[config.mk]
export PLATFORM = sky130hd
export DESIGN_NAME = ram_bus_arbiter
export DESIGN_NICKNAME = d
export VERILOG_FILES = /design/src/rtl/ram_bus_arbiter_pkg.sv /design/src/rtl/ram_bus_id_fifo.sv /design/src/rtl/ram_bus_arbiter.sv
export SDC_FILE = /design/constraint.sdc
export NUM_CORES = 1
export LEC_CHECK = 0
export ABC_AREA = 1
export BUFFER_PORTS_ARGS = -buffer_cell sky130_fd_sc_hd__buf_4
export CORE_AREA = 2 2 124 126
export CTS_CLUSTER_SIZE = 40
export DETAILED_ROUTE_END_ITERATION = 7
export DIE_AREA = 0 0 126 128
export PLACE_DENSITY = 0.48
export SLEW_MARGIN = 10
export SYNTH_ARGS = -nofsm -noshare
export SYNTH_HDL_FRONTEND = slang
export SYNTH_SLANG_ARGS = --single-unit
[constraint.sdc]
create_clock -name clk_i -period 2.1 [get_ports clk_i]
set_input_delay 0.525 -clock clk_i [delete_from_list [all_inputs] [get_ports clk_i]]
set_output_delay 0.525 -clock clk_i [all_outputs]
set_load 0.02 [all_outputs]
[src/rtl/ram_bus_arbiter_pkg.sv]
// Shared definitions for the two-master RAM bus arbiter.
//   MID_0 / MID_1 : master identifiers, also the payload stored in the ID FIFO
//   BE_W          : byte-enable width of the memory bus
package ram_bus_arbiter_pkg;

    localparam int   BE_W  = 4;
    localparam logic MID_0 = 1'b0;
    localparam logic MID_1 = 1'b1;

    function automatic logic other_mid(input logic id);
        return ~id;
    endfunction

endpackage

[src/rtl/ram_bus_id_fifo.sv]
// Read-response ID FIFO: remembers which master issued each accepted read
// so that in-order slave responses can be routed back.
//   clk_i, rst_i  : clock, async active-low reset
//   push_i, id_i  : enqueue one master ID
//   pop_i         : dequeue the head entry
//   full_o        : DEPTH entries held
//   empty_o       : no entries held
//   head_o        : ID at the head (valid when !empty_o)
module ram_bus_id_fifo #(
    parameter int DEPTH = 4
) (
    input  logic clk_i,
    input  logic rst_i,
    input  logic push_i,
    input  logic id_i,
    input  logic pop_i,
    output logic full_o,
    output logic empty_o,
    output logic head_o
);

    localparam int PTR_W = $clog2(DEPTH);

    logic [DEPTH-1:0] mem_q, mem_d;
    logic [PTR_W-1:0] wr_ptr_q, wr_ptr_d;
    logic [PTR_W-1:0] rd_ptr_q, rd_ptr_d;
    logic [PTR_W:0]   count_q, count_d;
    logic             do_push, do_pop;

    assign full_o  = (count_q == (PTR_W+1)'(DEPTH));
    assign empty_o = (count_q == '0);
    assign head_o  = mem_q[rd_ptr_q];

    always_comb begin
        // A full FIFO never takes a push, even with a same-cycle pop.
        do_push  = push_i & ~full_o;
        do_pop   = pop_i & ~empty_o;
        mem_d    = mem_q;
        wr_ptr_d = wr_ptr_q;
        rd_ptr_d = rd_ptr_q;
        count_d  = count_q;
        if (do_push) begin
            mem_d[wr_ptr_q] = id_i;
            wr_ptr_d        = wr_ptr_q + 1'b1;
        end
        if (do_pop) begin
            rd_ptr_d = rd_ptr_q + 1'b1;
        end
        case ({do_push, do_pop})
            2'b10:   count_d = count_q + 1'b1;
            2'b01:   count_d = count_q - 1'b1;
            default: count_d = count_q;
        endcase
    end

    always_ff @(posedge clk_i or negedge rst_i) begin
        if (!rst_i) begin
            mem_q    <= '0;
            wr_ptr_q <= '0;
            rd_ptr_q <= '0;
            count_q  <= '0;
        end else begin
            mem_q    <= mem_d;
            wr_ptr_q <= wr_ptr_d;
            rd_ptr_q <= rd_ptr_d;
            count_q  <= count_d;
        end
    end

endmodule

[src/rtl/ram_bus_arbiter.sv]
// Two-master, one-slave round-robin arbiter for the req/ack/resp memory bus.
//   clk_i, rst_i         : clock, async active-low reset
//   m0_* / m1_*          : master request ports (req/we/addr/be/wdata in,
//                          ack/resp/rdata out)
//   s_*                  : slave port (req/we/addr/be/wdata out,
//                          ack/resp/rdata in)
//   err_o                : sticky, a response arrived with no read pending
// Grant is combinational; reads are tracked in an ID FIFO so responses are
// returned to the master that issued them, in order.
module ram_bus_arbiter
    import ram_bus_arbiter_pkg::*;
#(
    parameter int RESP_DEPTH = 4,
    parameter int ADDR_W     = 32,
    parameter int DATA_W     = 32
) (
    input  logic              clk_i,
    input  logic              rst_i,
    input  logic              m0_req_i,
    input  logic              m0_we_i,
    input  logic [ADDR_W-1:0] m0_addr_bi,
    input  logic [BE_W-1:0]   m0_be_bi,
    input  logic [DATA_W-1:0] m0_wdata_bi,
    output logic              m0_ack_o,
    output logic              m0_resp_o,
    output logic [DATA_W-1:0] m0_rdata_bo,
    input  logic              m1_req_i,
    input  logic              m1_we_i,
    input  logic [ADDR_W-1:0] m1_addr_bi,
    input  logic [BE_W-1:0]   m1_be_bi,
    input  logic [DATA_W-1:0] m1_wdata_bi,
    output logic              m1_ack_o,
    output logic              m1_resp_o,
    output logic [DATA_W-1:0] m1_rdata_bo,
    output logic              s_req_o,
    output logic              s_we_o,
    output logic [ADDR_W-1:0] s_addr_bo,
    output logic [BE_W-1:0]   s_be_bo,
    output logic [DATA_W-1:0] s_wdata_bo,
    input  logic              s_ack_i,
    input  logic              s_resp_i,
    input  logic [DATA_W-1:0] s_rdata_bi,
    output logic              err_o
);

    logic prio_q, prio_d;
    logic err_q, err_d;
    logic fifo_full, fifo_empty, fifo_head;
    logic m0_elig, m1_elig, grant_vld, winner;
    logic accept, push, pop;

    always_comb begin
        // Gating with rst_i forces every bus output low while reset is held,
        // without waiting for a clock edge.
        m0_elig   = rst_i & m0_req_i & (m0_we_i | ~fifo_full);
        m1_elig   = rst_i & m1_req_i & (m1_we_i | ~fifo_full);
        grant_vld = m0_elig | m1_elig;

        if (m0_elig & m1_elig) begin
            winner = prio_q;
        end else if (m1_elig) begin
            winner = MID_1;
        end else begin
            winner = MID_0;
        end

        s_req_o    = grant_vld;
        s_we_o     = 1'b0;
        s_addr_bo  = '0;
        s_be_bo    = '0;
        s_wdata_bo = '0;
        if (grant_vld) begin
            if (winner == MID_1) begin
                s_we_o     = m1_we_i;
                s_addr_bo  = m1_addr_bi;
                s_be_bo    = m1_be_bi;
                s_wdata_bo = m1_wdata_bi;
            end else begin
                s_we_o     = m0_we_i;
                s_addr_bo  = m0_addr_bi;
                s_be_bo    = m0_be_bi;
                s_wdata_bo = m0_wdata_bi;
            end
        end

        accept   = grant_vld & s_ack_i;
        m0_ack_o = accept & (winner == MID_0);
        m1_ack_o = accept & (winner == MID_1);
        push     = accept & ~s_we_o;

        pop         = s_resp_i & ~fifo_empty;
        m0_resp_o   = pop & (fifo_head == MID_0);
        m1_resp_o   = pop & (fifo_head == MID_1);
        m0_rdata_bo = m0_resp_o ? s_rdata_bi : '0;
        m1_rdata_bo = m1_resp_o ? s_rdata_bi : '0;

        // A stalled transfer leaves prio alone so the same master keeps the bus.
        prio_d = accept ? other_mid(winner) : prio_q;
        err_d  = err_q | (s_resp_i & fifo_empty);
    end

    assign err_o = err_q;

    always_ff @(posedge clk_i or negedge rst_i) begin
        if (!rst_i) begin
            prio_q <= MID_0;
            err_q  <= 1'b0;
        end else begin
            prio_q <= prio_d;
            err_q  <= err_d;
        end
    end

    ram_bus_id_fifo #(
        .DEPTH (RESP_DEPTH)
    ) u_id_fifo (
        .clk_i   (clk_i),
        .rst_i   (rst_i),
        .push_i  (push),
        .id_i    (winner),
        .pop_i   (pop),
        .full_o  (fifo_full),
        .empty_o (fifo_empty),
        .head_o  (fifo_head)
    );

endmodule

Word level (Yosys, flattened, before mapping)
Cells that the tools add are included.
{ "totals": {"elab_cells": 61, "register_bits": 13} }
{ "classes": {"mux": 18, "n_addsub": 4, "n_reduce_logical": 3, "order_cmp": 3, "bitwise": 24, "eq_ne": 3} }
{ "ops": {"columns": ["cell", "n"], "rows": [
  ["two-way mux 32 bit", 6],
  ["bitwise AND 1 bit", 15],
  ["two-way mux 4 bit", 2],
  ["less-than comparator 2 x 3 -> 1 bit, second input constant", 2],
  ["two-way mux 1 bit", 6],
  ["one-hot mux 3 bit (2 select lines)", 1],
  ["inverter 1 bit", 5],
  ["adder 2 x 1 -> 2 bit, second input constant", 2],
  ["bitwise mux 4 bit", 1],
  ["bitwise OR 1 bit", 4],
  ["adder 3 x 1 -> 3 bit, second input constant", 1],
  ["equality test 3 bit, second input constant", 1],
  ["logical NOT 3 bit", 1],
  ["subtractor 3 x 1 -> 3 bit, second input constant", 1],
  ["binary-select mux 1 bit (select 2 bit)", 1],
  ["demux 1 bit (select 2 bit)", 1],
  ["equality test 2 x 1 -> 1 bit, second input constant", 1],
  ["equality test 2 bit, second input constant", 1],
  ["greater-or-equal comparator 2 x 1 -> 1 bit, second input constant", 1],
  ["nonzero test 2 bit", 1],
  ["logical AND 1 bit", 1]
]} }

Longest topological paths before layout
{ "depth": {"ltp_word": 13, "ltp_mapped": 14} }

Cells and area by module
Synthesis repeated with hierarchy kept, for this count alone.
{ "hier_totals": {"cells_unflattened": 446, "hier_area_um2": 2252.2} }
{ "modules_own_cells": {"columns": ["mod", "cells_each", "n_inst", "area_each_um2", "seq_area_each_um2"], "rows": [
  ["ram_bus_arbiter", 363, 1, 1584.0, 50.0],
  ["ram_bus_id_fifo", 83, 1, 668.1, 275.3]
]} }

Worst setup path before layout
No wires, ideal clock.
{ "synth_timing": {"kind": "in2reg", "start": "input port m0_we_i", "end": "register u_id_fifo.count_q[2]", "setup_ps": 131, "t_arrival_ps": 2038, "setup_slack_ps": -68, "cell_stages": 13, "n_path_buf": 0, "cell_sequence": "inv_1 > nand3_2 > nand3_4 > nand2_8 > nand2_2 > nand3_2 > nand2_1 > ha_1 > inv_1 > fa_1 > a21oi_1 > o21ai_0 > xor2_1"} }
{ "synth_between": {"elab_chain_cells": 11, "word_cells_on_any_way": 15, "classes_between": "2 x eq/ne; 4 x mux; 8 x bitwise; 1 x reduce/logical"} }
{ "synth_rtl": {"columns": ["element", "line_no", "rtl"], "rows": [
  ["start: declaration", "ram_bus_arbiter.sv:20", "input logic m0_we_i,"],
  ["bitwise OR 1 bit", "ram_bus_arbiter.sv:55", "m0_elig = rst_i & m0_req_i & (m0_we_i | ~fifo_full);"],
  ["bitwise AND 1 bit", "ram_bus_arbiter.sv:55", null],
  ["bitwise AND 1 bit", "ram_bus_arbiter.sv:59", "if (m0_elig & m1_elig) begin"],
  ["two-way mux 1 bit", "ram_bus_arbiter.sv:59", null],
  ["two-way mux 1 bit", "ram_bus_arbiter.sv:73", "if (winner == MID_1) begin"],
  ["two-way mux 1 bit", "ram_bus_arbiter.sv:72", "if (grant_vld) begin"],
  ["inverter 1 bit", "ram_bus_arbiter.sv:89", "push = accept & ~s_we_o;"],
  ["bitwise AND 1 bit *", "ram_bus_arbiter.sv:89", null],
  ["bitwise AND 1 bit *", "ram_bus_id_fifo.sv:36", "do_push = push_i & ~full_o;"],
  ["equality test 2 x 1 -> 1 bit / equality test 2 bit (equally long branches)", "ram_bus_id_fifo.sv:49", "case ({do_push, do_pop})"],
  ["one-hot mux 3 bit (2 select lines) / nonzero test 2 bit (equally long branches)", null, null],
  ["end signal: assignment", "ram_bus_id_fifo.sv:66", "count_q <= count_d;"],
  ["end: declaration", "ram_bus_id_fifo.sv:27", "logic [PTR_W:0] count_q, count_d;"]
]} }
Mark *: on every way between the ends. The rest lies on a longest branch, timed or not.
A chain may end at the register's enable or synchronous reset.

Final worst setup path
{ "layout_timing": {"start": "register u_id_fifo.count_q[1]", "end": "output port m1_rdata_bo[24]"} }
{ "layout_between": {"elab_chain_cells": 5} }
{ "layout_rtl": {"columns": ["element", "line_no", "rtl"], "rows": [
  ["logical NOT 3 bit", "ram_bus_id_fifo.sv:31", "assign empty_o = (count_q == '0);"],
  ["inverter 1 bit", "ram_bus_arbiter.sv:91", "pop = s_resp_i & ~fifo_empty;"],
  ["bitwise AND 1 bit", "ram_bus_arbiter.sv:91", null],
  ["bitwise AND 1 bit", "ram_bus_arbiter.sv:93", "m1_resp_o = pop & (fifo_head == MID_1);"],
  ["two-way mux 32 bit", "ram_bus_arbiter.sv:95", "m1_rdata_bo = m1_resp_o ? s_rdata_bi : '0;"],
  ["end: declaration", "ram_bus_arbiter.sv:34", "output logic [DATA_W-1:0] m1_rdata_bo,"]
]} }
Every way passes these cells.

==> results.sh <==
export IMPL_fin_crit_sh_pct=111
export IMPL_crit_path_end_kind="output pin"
export IMPL_routed_via_density=4.05
export IMPL_r2r_cells=13
export IMPL_multi_input_area_mm2=0.00197
export IMPL_required_ns=1.57
export IMPL_cts_root_buf="clkbuf_16"
export IMPL_grt_max_degree=45
export IMPL_rsz0062_at_grt="true"
export IMPL_ir_worst_vdd_mv=0.393
export IMPL_ys_seq_area_share_pct=14.5
export IMPL_synth_area_mm2=0.00225
export IMPL_finalHoldViolations=0
export IMPL_timing_hold_ws_ns=0.250
export IMPL_syn_num_nets=610
export IMPL_drt_pass1_iter_count=4
export IMPL_leakagePower_nw=3.31
export IMPL_cts_tree="done"
export IMPL_dp_slack_ns=-0.151
export IMPL_avgSynthCellArea_um2=5.26
export IMPL_cp_arrival_ns=1.81
export IMPL_worstMarginPinSlew_ns=0.234
export IMPL_slew_violations=0
export IMPL_synthAdderAreaFrac_pct=3.67
export IMPL_drive_above_1_share_pct=62.6
export IMPL_io_pins=315
export IMPL_cp_start_kind="flip-flop"
export IMPL_fillers=1554
export IMPL_dpl_cell_area_mm2=0.00511
export IMPL_ant_nets=0
export IMPL_switching_share_pct=46.8
export IMPL_setup_viol=138
export IMPL_drv_cap=0
export IMPL_clockBufferDepth=2
export IMPL_place_hpwl_um=10600
export IMPL_synth_edf_count=0
export IMPL_die_area_mm2=0.0161
export IMPL_final_critical_path_setup_slack_ns=-0.240
export IMPL_synth_commonest_cells="nor2_1 (204), o21ai_0 (61), inv_1 (48), nand2_1 (23), buf_2 (18)"
export IMPL_reg2reg_setup_slack_ns=-0.08
export IMPL_gr_total_overflow=0
export IMPL_maxSlewHeadroom_pct=84.4
export IMPL_fin_area_mm2=0.00631
export IMPL_syn2layout_area_growth_pct=180
export IMPL_pwr_share_comb_pct=84.9
export IMPL_critical_path_class="reg2out"
export IMPL_yosysTopAreaCell="nor2_1"
export IMPL_period_minus_slack_ns=2.34
export IMPL_start_util_pct=15.1
export IMPL_drc=0
export IMPL_p_int_mw=2.88
export IMPL_antenna_found_initial=1
export IMPL_placementRows=45
export IMPL_cp_max_fo=6
export IMPL_core_area_mm2=0.0149
export IMPL_synth_top_area_share_pct=34.0
export IMPL_htreeDepth=1
export IMPL_yosys_area_share_simple_pct=46.3
export IMPL_switchingPower_mw=2.54
export IMPL_pwr_share_seq_pct=8.6
export IMPL_synth_xor_area_share_pct=1.17
export IMPL_fin_cells=981
export IMPL_synth_most_common_cell="nor2_1"
export IMPL_async_reset_ff_share_pct=100
export IMPL_power_frac_clock_pct=6.6
export IMPL_die_width_um=126
export IMPL_port_buffer_count=314
export IMPL_worstHoldPathType="in2async"
export IMPL_path_clk_slew_ns=0.05
export IMPL_r2r_start="u_id_fifo.count_q[1]"
export IMPL_die_y_um=128
export IMPL_synthFlopType="dfrtp_1"
export IMPL_final_seq_area_um2=325
export IMPL_status="finished with violations"
export IMPL_grt_pass1_vias=3684
export IMPL_drtIter0Drc=173
export IMPL_yosys_warnings=0
export IMPL_muxShareOfSynthArea_pct=0
export IMPL_clock_latency_ns=0.24
export IMPL_globalplace_congestion=0.807
export IMPL_synth_area_leaders="nor2_1 (34%), dfrtp_1 (14%), o21ai_0 (14%), inv_1 (8.0%), buf_2 (4.0%)"
export IMPL_final_nets=975
export IMPL_grt_pass1_wl_um=20500
export IMPL_maxClockFrequency_mhz=427
export IMPL_vias=3975
export IMPL_worstReg2RegEnd="u_id_fifo.count_q[2]"
export IMPL_placed_cells=943
export IMPL_failed_checks="setup timing"
export IMPL_cts_sinks=13
export IMPL_syn_instance_count=428
export IMPL_synth_compound_area_share_pct=17.5
export IMPL_routedWlPerCell_um=14.5
export IMPL_skew_ns=0.00277
export IMPL_grt_usage_pct=15.7
export IMPL_ctsHoldBuffers=0
export IMPL_powerDensity_mw_per_mm2=859
export IMPL_synth_cell_types=28
export IMPL_synth_seq_cells=13
export IMPL_wirelength_um=14300
export IMPL_cts_buffers_inserted=3
export IMPL_synth_top_family_by_area="simple AND/OR/NAND/NOR gates"
worst max-delay path by stage:
stage                          from              endpoint  cells past startpoint
6_report       u_id_fifo.count_q[1]       m1_rdata_bo[24]                     11
3_3_place_gp                m1_we_i  u_id_fifo.count_q[2]                     14
2_1_floorplan               m0_we_i  u_id_fifo.count_q[2]                     13
5_1_grt        u_id_fifo.count_q[1]        s_wdata_bo[20]                     10
4_1_cts        u_id_fifo.count_q[0]          s_addr_bo[6]                      9
3_5_place_dp                m0_we_i         s_addr_bo[26]                     10
cells in the final DEF (no fill, tap or decap), drive strengths merged:
master  instances
nand4           4
dfrtp          13
buf           386
clkbuf          6
a21oi           3
nand3          11
o21ai          71
nor2          206
diode           1
fa              1
a31o            1
ha              5
xor2            2
a32o            1
inv            52
xnor2           1
clkinv          1
nand2          28
worst max-delay path: stages, from the launching register on:
cell and delay, ns:
dfrtp_1 0.38, nor2_4 0.07, buf_4 0.13, buf_6 0.11
nand2_4 0.05, nand2_4 0.07, nor2_4 0.15, inv_4 0.09
buf_4 0.15, buf_12 0.14, nor2_2 0.10, buf_6 0.13
area by class of cell:
class	instances	share of cell area, %
Timing Repair Buffer	389	55.3
Multi-Input combinational cell	334	31.3
Sequential cell	13	5.16
Tap cell	188	3.73
Inverter	52	3.25
Clock buffer	3	1.19
Clock inverter	1	0.0793
Antenna cell	1	0.0397
per-layer routing:
layer / wire [um] / vias to the layer above / track usage [%]
met2: 7450 / 116 / 27.8
met1: 5980 / 1794 / 20.6
met5: 0 / - / 0
met4: 102 / 0 / 1.87
li1: - / 2057 / -
met3: 716 / 8 / 2.67
metrics by stage:
stage | power, mW | util [%] | setup TNS (ns)
5_1_grt | 5.76 | 42.4 | -36.18
2_1_floorplan | 2.18 | - | 0
3_5_place_dp | 3.77 | 34.4 | -5.91
4_1_cts | 5.23 | 40.5 | -23.15
3_3_place_gp | 3.78 | 34.4 | -5.24
6_report | 5.42 | 42.4 | -24.25
kinds of logic after synthesis:
kind of cell,count (synthesis)
xor+xnor,3
simple gates,249
flops,13
compound gates,76
buf+inv,81
fa+ha+maj,6
registers in the layout, summed over array words and instances, names as in the netlist:
register,count
err_o,1
prio_q,1
u_id_fifo.count_q,3
u_id_fifo.mem_q,4
u_id_fifo.rd_ptr_q,2
u_id_fifo.wr_ptr_q,2
power groups by stage:
stage / Clock [mW] / Combinational, mW / Sequential, mW
2_1_floorplan: 0 / 1.74 / 0.448
3_3_place_gp: 0 / 3.31 / 0.463
3_5_place_dp: 0 / 3.30 / 0.463
4_1_cts: 0.365 / 4.40 / 0.462
5_1_grt: 0.382 / 4.91 / 0.473
6_report: 0.356 / 4.60 / 0.463
timing repair:
item | in CTS | in global routing
gates cloned | 8 | 4
buffers inserted | 17 | 7
pin swaps | 3 | 17
hold endpoints to repair | 0 | 0
gates resized for setup | 164 | 73
endpoints found under the setup margin | 136 | 139
Note: power is estimated with default switching activity, not from simulation.
